===== src/rtl/fm_pkg.sv =====
// Shared definitions for the FM demodulator scheduler.
//   state_t    : FSM state encoding as it appears on the 'state' port
//   MIDSCALE   : DAC code for silence; unsigned samples have their zero at 128
//   *_DEF      : default parameter values for fm_demod_sched
package fm_pkg;

  typedef enum logic [1:0] {
    ST_IDLE   = 2'd0,
    ST_WARMUP = 2'd1,
    ST_RUN    = 2'd2,
    ST_MUTE   = 2'd3
  } state_t;

  localparam logic [7:0] MIDSCALE = 8'd128;

  localparam int DIV_DEF     = 5;
  localparam int WARM_N_DEF  = 64;
  localparam int OTR_LIM_DEF = 4;
  localparam int REC_N_DEF   = 256;

endpackage


===== src/rtl/fm_samp_strobe.sv =====
// Sample-strobe generator: divides sys_clk by DIV while enabled.
//   sys_clk : clock
//   sys_rst : synchronous active-high reset
//   en      : count only while high; the count is held at 0 otherwise
//   clr     : synchronous clear of the count
//   samp_en : one-cycle strobe in the last cycle of each DIV-cycle period
module fm_samp_strobe #(
  parameter int DIV = 5
) (
  input  logic sys_clk,
  input  logic sys_rst,
  input  logic en,
  input  logic clr,
  output logic samp_en
);

  localparam int CW = $clog2(DIV);
  localparam logic [CW-1:0] LAST = CW'(DIV - 1);

  logic [CW-1:0] cnt;

  // NOTE: reset is sampled on the clock edge only (no rst in the sensitivity
  // list), so it behaves like any other synchronous input to the flops.
  always_ff @(posedge sys_clk) begin
    if (sys_rst || clr || !en) begin
      cnt <= '0;
    end else if (cnt == LAST) begin
      cnt <= '0;
    end else begin
      cnt <= cnt + 1'b1;
    end
  end

  // Held at 0 while disabled, so the first strobe after enable lands DIV
  // cycles later.
  assign samp_en = en && (cnt == LAST);

endmodule


===== src/rtl/fm_demod_sched.sv =====
// FM demodulator scheduler: sequences ADC sampling, demodulator flush,
// DAC output and over-range muting.
//   sys_clk, sys_rst : clock, synchronous active-high reset
//   start, stop      : one-cycle acquisition requests (stop has priority)
//   ad_otr           : ADC over-range flag, looked at only on samp_en
//   demod_data/valid : demodulator output sample and qualifier
//   samp_en          : sample strobe to ADC and demodulator
//   demod_flush      : held high for the whole warm-up
//   da_data, da_wr   : DAC sample and write strobe
//   state            : current FSM state (fm_pkg::state_t encoding)
//   ovr_flag         : sticky over-range indicator, cleared by a new start
module fm_demod_sched
  import fm_pkg::*;
#(
  parameter int DIV     = DIV_DEF,
  parameter int WARM_N  = WARM_N_DEF,
  parameter int OTR_LIM = OTR_LIM_DEF,
  parameter int REC_N   = REC_N_DEF
) (
  input  logic       sys_clk,
  input  logic       sys_rst,
  input  logic       start,
  input  logic       stop,
  input  logic       ad_otr,
  input  logic [7:0] demod_data,
  input  logic       demod_valid,
  output logic       samp_en,
  output logic       demod_flush,
  output logic [7:0] da_data,
  output logic       da_wr,
  output logic [1:0] state,
  output logic       ovr_flag
);

  localparam int WW = $clog2(WARM_N + 1);
  localparam int OW = $clog2(OTR_LIM + 1);
  localparam int RW = $clog2(REC_N + 1);

  state_t        cur_state, nxt_state;
  logic [WW-1:0] warm_cnt;
  logic [OW-1:0] otr_cnt;
  logic [RW-1:0] cln_cnt;
  logic          state_chg;

  fm_samp_strobe #(.DIV(DIV)) u_strobe (
    .sys_clk (sys_clk),
    .sys_rst (sys_rst),
    .en      (cur_state != ST_IDLE),
    .clr     (stop),
    .samp_en (samp_en)
  );

  // Each transition fires on the strobe that completes its count, so the
  // counters compare against limit-1 rather than waiting a cycle.
  always_comb begin
    // NOTE: assigning the default before the case guarantees every path
    // drives nxt_state, so no latch is inferred.
    nxt_state = cur_state;
    case (cur_state)
      ST_IDLE:   if (start) nxt_state = ST_WARMUP;
      ST_WARMUP: if (samp_en && warm_cnt == WW'(WARM_N - 1)) nxt_state = ST_RUN;
      ST_RUN:    if (samp_en && ad_otr && otr_cnt == OW'(OTR_LIM - 1)) nxt_state = ST_MUTE;
      ST_MUTE:   if (samp_en && !ad_otr && cln_cnt == RW'(REC_N - 1)) nxt_state = ST_RUN;
      default:   nxt_state = ST_IDLE;
    endcase
    if (stop) nxt_state = ST_IDLE;
  end

  assign state_chg = (nxt_state != cur_state);

  // NOTE: all state here uses non-blocking assignments so every flop samples
  // the pre-edge values regardless of statement order.
  always_ff @(posedge sys_clk) begin
    if (sys_rst) begin
      cur_state <= ST_IDLE;
      warm_cnt  <= '0;
      otr_cnt   <= '0;
      cln_cnt   <= '0;
      ovr_flag  <= 1'b0;
      da_data   <= MIDSCALE;
      da_wr     <= 1'b0;
    end else begin
      cur_state <= nxt_state;

      if (state_chg) begin
        warm_cnt <= '0;
        otr_cnt  <= '0;
        cln_cnt  <= '0;
      end else if (samp_en) begin
        case (cur_state)
          ST_WARMUP: warm_cnt <= warm_cnt + 1'b1;
          ST_RUN: begin
            if (!ad_otr)                          otr_cnt <= '0;
            else if (otr_cnt != OW'(OTR_LIM))     otr_cnt <= otr_cnt + 1'b1;
          end
          ST_MUTE: begin
            if (ad_otr)                           cln_cnt <= '0;
            else if (cln_cnt != RW'(REC_N))       cln_cnt <= cln_cnt + 1'b1;
          end
          default: ;
        endcase
      end

      if (cur_state == ST_RUN && nxt_state == ST_MUTE) begin
        ovr_flag <= 1'b1;
      end else if (cur_state == ST_IDLE && nxt_state == ST_WARMUP) begin
        ovr_flag <= 1'b0;
      end

      // The DAC register follows the state being entered, so a stop or a
      // mute silences the output on the very next cycle.
      case (nxt_state)
        ST_RUN: begin
          da_wr <= demod_valid;
          if (demod_valid) da_data <= demod_data;
        end
        ST_MUTE: begin
          da_wr   <= demod_valid;
          da_data <= MIDSCALE;
        end
        default: begin
          da_wr   <= 1'b0;
          da_data <= MIDSCALE;
        end
      endcase
    end
  end

  assign demod_flush = (cur_state == ST_WARMUP);
  assign state       = cur_state;

endmodule


===== config.mk =====
export PLATFORM = sky130hd
export DESIGN_NAME = fm_demod_sched
export DESIGN_NICKNAME = d
export VERILOG_FILES = /design/src/rtl/fm_pkg.sv /design/src/rtl/fm_samp_strobe.sv /design/src/rtl/fm_demod_sched.sv
export SDC_FILE = /design/constraint.sdc
export NUM_CORES = 1
export LEC_CHECK = 0
export CAP_MARGIN = 20
export CORE_MARGIN = 2
export CORE_UTILIZATION = 24
export DETAILED_ROUTE_END_ITERATION = 6
export GPL_ROUTABILITY_DRIVEN = 0
export HOLD_SLACK_MARGIN = 0.1
export PLACE_DENSITY = 0.4
export REMOVE_ABC_BUFFERS = 1
export SYNTH_ARGS = -nofsm -noshare
export SYNTH_HDL_FRONTEND = slang
export SYNTH_SLANG_ARGS = --single-unit
export TNS_END_PERCENT = 20

===== constraint.sdc =====
create_clock -name sys_clk -period 2.6 [get_ports sys_clk]
set_input_delay 0.65 -clock sys_clk [delete_from_list [all_inputs] [get_ports sys_clk]]
set_output_delay 0.65 -clock sys_clk [all_outputs]
set_load 0.05 [all_outputs]

* Word-level counts from Yosys, hierarchy flattened *
Cells that the tools add are included.

operators by class
  bitwise operators = 2
  equal/unequal tests = 14
  muxes and demuxes = 12
  reduce and logical (&&, ||, !) cells = 24
  $add $sub $neg = 4

operator list
  cell                                            count
  2-to-1 mux 9 bit                                2
  2-to-1 mux 2 bit                                5
  OR reduction 2 bit                              5
  adder 9 x 1 -> 9 bit (second input constant)    1
  == test 9 x 8 -> 1 bit (second input constant)  1
  != test 9 bit (second input constant)           1
  == test 2 bit (second input constant)           4
  logical AND 1 bit                               8
  one-hot mux 2 bit (4 select lines)              1
  adder 7 x 1 -> 7 bit (second input constant)    1
  == test 7 x 6 -> 1 bit (second input constant)  1
  adder 3 x 1 -> 3 bit (second input constant)    2
  2-to-1 mux 3 bit                                2
  AND reduction 3 bit                             2
  nonzero test 2 bit                              3
  == test 2 x 1 -> 1 bit (second input constant)  2
  == test 3 x 2 -> 1 bit (second input constant)  1
  == test 3 bit (second input constant)           1
  != test 3 bit (second input constant)           1
  logical NOT 1 bit                               2
  logical NOT 2 bit                               1
  logical OR 1 bit                                2
  2-to-1 mux 1 bit                                2
  != test 2 x 1 -> 1 bit (second input constant)  1
  3 further kinds                                 4

word-level totals
  bits of input ports = 14
  output and inout bits = 14
  register bits = 34
  logic and storage cells = 64

* Depth between registers and ports, before layout *
  word-level depth = 11
  mapped depth = 8

* Cells and area by module *
A second synthesis with hierarchy kept.

unflattened totals
  cells, all modules = 188
  area, all modules = 1747.9 um2

modules (own cells, without submodules)
  module          times used  sequential area each (um2)  area an instance (um2)  cells each
  fm_demod_sched  1           620.6                       1601.5                  173
  fm_samp_strobe  1           60.1                        146.4                   15

* Worst setup path before layout *
OpenSTA, ideal clock, no wires.

  kind = flip-flop to output port
  start = register cur_state[0] (netlist: state[0])
  end = output port samp_en
  slack = 0.074 ns
  path buffers = 2
  stages on the path, launching flop included = 5
  data arrival time = 1.876 ns
  data required time = 1.950 ns
  cell sequence = dfxtp_1 > buf_2 > clkbuf_1 > nor2_1 > nor2_1

on the way
  longest elaborated chain between the ends = 2

ends and longest elaborated chain
  what                      RTL line              source
  start: declaration        fm_demod_sched.sv:39  state_t cur_state, nxt_state;
  start signal: assignment  fm_demod_sched.sv:83  cur_state <= nxt_state;
  nonzero test 2 bit        fm_demod_sched.sv:48  .en (cur_state != ST_IDLE),
  logical AND 1 bit         fm_samp_strobe.sv:36  assign samp_en = en && (cnt == LAST);
  end: declaration          fm_demod_sched.sv:27  output logic samp_en,

No other way between the ends.

* Final worst setup path *
  start = register cln_cnt[4]
  end = register cln_cnt[5]

on the way
  longest elaborated chain between the ends = 7
  elaborated cells between the ends (all ways) = 13

ends and longest elaborated chain
  what                                 RTL line              source
  start: declaration                   fm_demod_sched.sv:42  logic [RW-1:0] cln_cnt;
  start signal: assignment             fm_demod_sched.sv:98  else if (cln_cnt != RW'(REC_N)) cln_cnt <= cln_cnt + 1'b1;
  == test 9 x 8 -> 1 bit               fm_demod_sched.sv:63  ST_MUTE: if (samp_en && !ad_otr && cln_cnt == RW'(REC_N - 1)) nxt_state = ST_RUN;
  logical AND 1 bit                    fm_demod_sched.sv:63
  2-to-1 mux 2 bit                     fm_demod_sched.sv:63
  one-hot mux 2 bit (4 select lines)   fm_demod_sched.sv:59  case (cur_state)
  2-to-1 mux 2 bit                     fm_demod_sched.sv:66  if (stop) nxt_state = ST_IDLE;
  != test 2 bit                        fm_demod_sched.sv:69  assign state_chg = (nxt_state != cur_state);
  OR reduction 2 bit (no source line)  -

Parallel ways exist; a longest one is shown, timed or not. The select of a mux whose other input is x is not followed.
A chain may end at the register's enable or synchronous reset.

==> impl_metrics.json <==
{
  "status": "completed",
  "syn_to_final_growth_pct": 31.1,
  "avgSynthCellArea_um2": 8.88,
  "wl_um": 4300,
  "dieWidth_um": 90.4,
  "synth.area.top_cells": "dfxtp_1, mux2i_1, ha_1",
  "pin_count": 28,
  "drv_cap": 0,
  "p_clk_share_pct": 49.7,
  "grt.met1_usage_pct": 14.3,
  "grt_pass1_wl_um": 7360,
  "yosysWarnings": 0,
  "arrival_ns": 2.46,
  "rsz0062_at_grt": "no",
  "clock-sinks": 34,
  "worstReg2RegStart": "cln_cnt[4]",
  "endpoint_kind": "flip-flop",
  "cts_buffer_depth": 2,
  "tightest_slew_ns": 0.839,
  "ys_types": 40,
  "hp-class": "flip-flop to flip-flop",
  "synth_flop_cell": "dfxtp_1",
  "start_kind": "flip-flop",
  "synth_edf_count": 0,
  "port_buffers": 27,
  "period_minus_slack_ns": 2.33,
  "first_iter_violations": 34,
  "cts_setup_buffers": 0,
  "drive_gt1_share_pct": 10.5,
  "dpl.hpwl_um": 3250,
  "p_comb_share_pct": 6.8,
  "ys_seq_area_share_pct": 38.0,
  "power_density_nw_per_um2": 512,
  "finalSetupViolCount": 0,
  "die_y_um": 90.4,
  "synth_area_leader_cell": "dfxtp_1",
  "busiest_layer": "met2",
  "start_util_pct": 24.7,
  "peakVddDrop_uv": 294,
  "htree_levels": 2,
  "drc": 0,
  "leakagePower_nw": 0.844,
  "path_clk_slew_ns": 0.07,
  "crit_type": "flip-flop to flip-flop",
  "ys_top_cells_by_count": "dfxtp_1, nor2_1, inv_1, nor3_1, mux2i_1",
  "period_share_pct": 89.5,
  "vias": 1562,
  "antenna_left": 0,
  "p_sw_mw": 0.258,
  "final.setup.tns_ns": 0,
  "insertion_delay_ns": 0.29,
  "rows": 31,
  "crit_start": "cln_cnt[4]",
  "relSlewSlack_pct": 44.1,
  "clockRootBuffer": "clkbuf_8",
  "async_flop_share_pct": 0,
  "whs_ns": 0.454,
  "ys_seq_elements": 34,
  "hold_viol": 0,
  "diodes": 0,
  "drt-pass1-iter-count": 4,
  "yosysMostFrequentCell": "dfxtp_1",
  "internal_power_mw": 0.944,
  "antenna_found_initial": 0,
  "synth_top_area_share_pct": 38.0,
  "met2_usage_pct": 17.7,
  "cts_buffers": 5,
  "syn_area_um2": 1790,
  "hold_buffers": 0,
  "clock_skew_ns": 0.00375,
  "cp_max_fo": 5,
  "via_per_inst": 4.65,
  "worstHoldStart": "u_strobe.cnt[0]",
  "cp_data_required_time_ns": 2.74,
  "use_met3_pct": 2.84,
  "seq_power_share_pct": 43.5,
  "grt_pass1_vias": 1508,
  "cts_resized": 0,
  "swShare_pct": 21.5,
  "slew_viol_final": 0,
  "core-area_um2": 7250,
  "synth_cells": 202,
  "max_freq_ghz": 0.430,
  "grt_usage_pct": 11.1,
  "nets": 259,
  "dieArea_um2": 8180,
  "avgRoutedWirePerCell_um": 12.8,
  "cts_tree": "built",
  "grt_max_degree": 20,
  "grt_overflow": 0
}
==> cells in the final DEF (no fill, tap or decap), types with 2 or more instances in the layout <==
cell	Yosys	final
a211oi_1	8	8
a21oi_1	5	5
a31oi_1	3	3
and2_1	3	3
and3_1	3	3
and4_1	3	3
and4b_1	3	3
buf_4	2	13
bufinv_16	0	2
clkbuf_8	0	5
clkdlybuf4s50_1	0	25
dfxtp_1	34	34
ha_1	9	9
inv_1	15	15
mux2i_1	12	12
nand2_1	10	10
nand3_1	8	8
nand4_1	7	7
nand4b_1	2	2
nor2_1	18	18
nor2b_1	2	2
nor3_1	15	15
nor4b_1	3	3
o21ai_0	2	2
or3_1	2	2
xnor2_1	4	4
xor2_1	7	7
==> per-layer routing <==
layer,up-vias,part of all wire (%),routed length (um)
met5,-,0,0
met4,0,1.2,53
met3,6,3.5,152
met2,23,48,2050
met1,734,47,2040
li1,799,-,-
==> logic make-up after synthesis <==
kind of cell | Yosys count | synth area share (%)
AO/OA/AOI/OAI | 28 | 12.2
XOR/XNOR | 11 | 5.37
adder cells (fa/ha/maj) | 9 | 6.28
buffers and inverters | 26 | 6.07
flip-flops | 34 | 38.0
multiplexers | 12 | 6.70
AND/OR/NAND/NOR | 82 | 25.4
==> sequential cells by signal, summed over array words and instances (netlist names) <==
name and cells:
da_wr 1, da_data 8, cln_cnt 9, otr_cnt 3, state 2, warm_cnt 7, ovr_flag 1, u_strobe.cnt 3
==> critical path, stage by stage (launching register included) <==
cell and delay [ns]:
dfxtp_1 0.35, and4_1 0.23, and4_1 0.22, ha_1 0.19, and4b_1 0.22, or4_4 0.56
a22oi_1 0.18, buf_4 0.17, a211oi_1 0.06
==> worst paths after layout <==
check / to / cells past startpoint / slack [ns]
hold reg to reg: u_strobe.cnt[0] / 1 / 0.45
setup / recovery: cln_cnt[5] / 8 / 0.27
setup reg to reg: cln_cnt[5] / 8 / 0.27
hold / removal: u_strobe.cnt[0] / 1 / 0.45
==> through the flow <==
step / cell area, um2 / util, % / cells / power, mW / setup WS (ns)
after floorplan: 1740 / - / 191 / 0.570 / 0.287
after CTS: 2350 / 32.4 / 336 / 1.22 / 0.266
after global routing: 2350 / 32.4 / 336 / 1.25 / 0.106
after detailed placement: 2210 / 30.5 / 328 / 0.618 / 0.0350
after global placement: 2210 / 30.5 / 328 / 0.619 / 0.0518
final: 2350 / 32.4 / 336 / 1.20 / 0.274
==> final cells by class <==
| type | instances | area, um2 |
|---|---|---|
| sequential | 34 | 681 |
| tap | 99 | 124 |
| inverter | 15 | 56.3 |
| clock inverter | 3 | 68.8 |
| timing repair buffer | 38 | 348 |
| multi-input combinational | 142 | 1000 |
| fill | 786 | 4900 |
| clock buffer | 5 | 68.8 |
==> power by group through the flow <==
stage	registers (mW)	logic, mW	clock network (mW)
after floorplan	0.539	0.0311	0
after CTS	0.523	0.0833	0.618
after global routing	0.523	0.0897	0.638
final	0.523	0.0820	0.597
after detailed placement	0.535	0.0830	0
after global placement	0.535	0.0841	0
No activity file was read; power rests on OpenSTA's default activity.
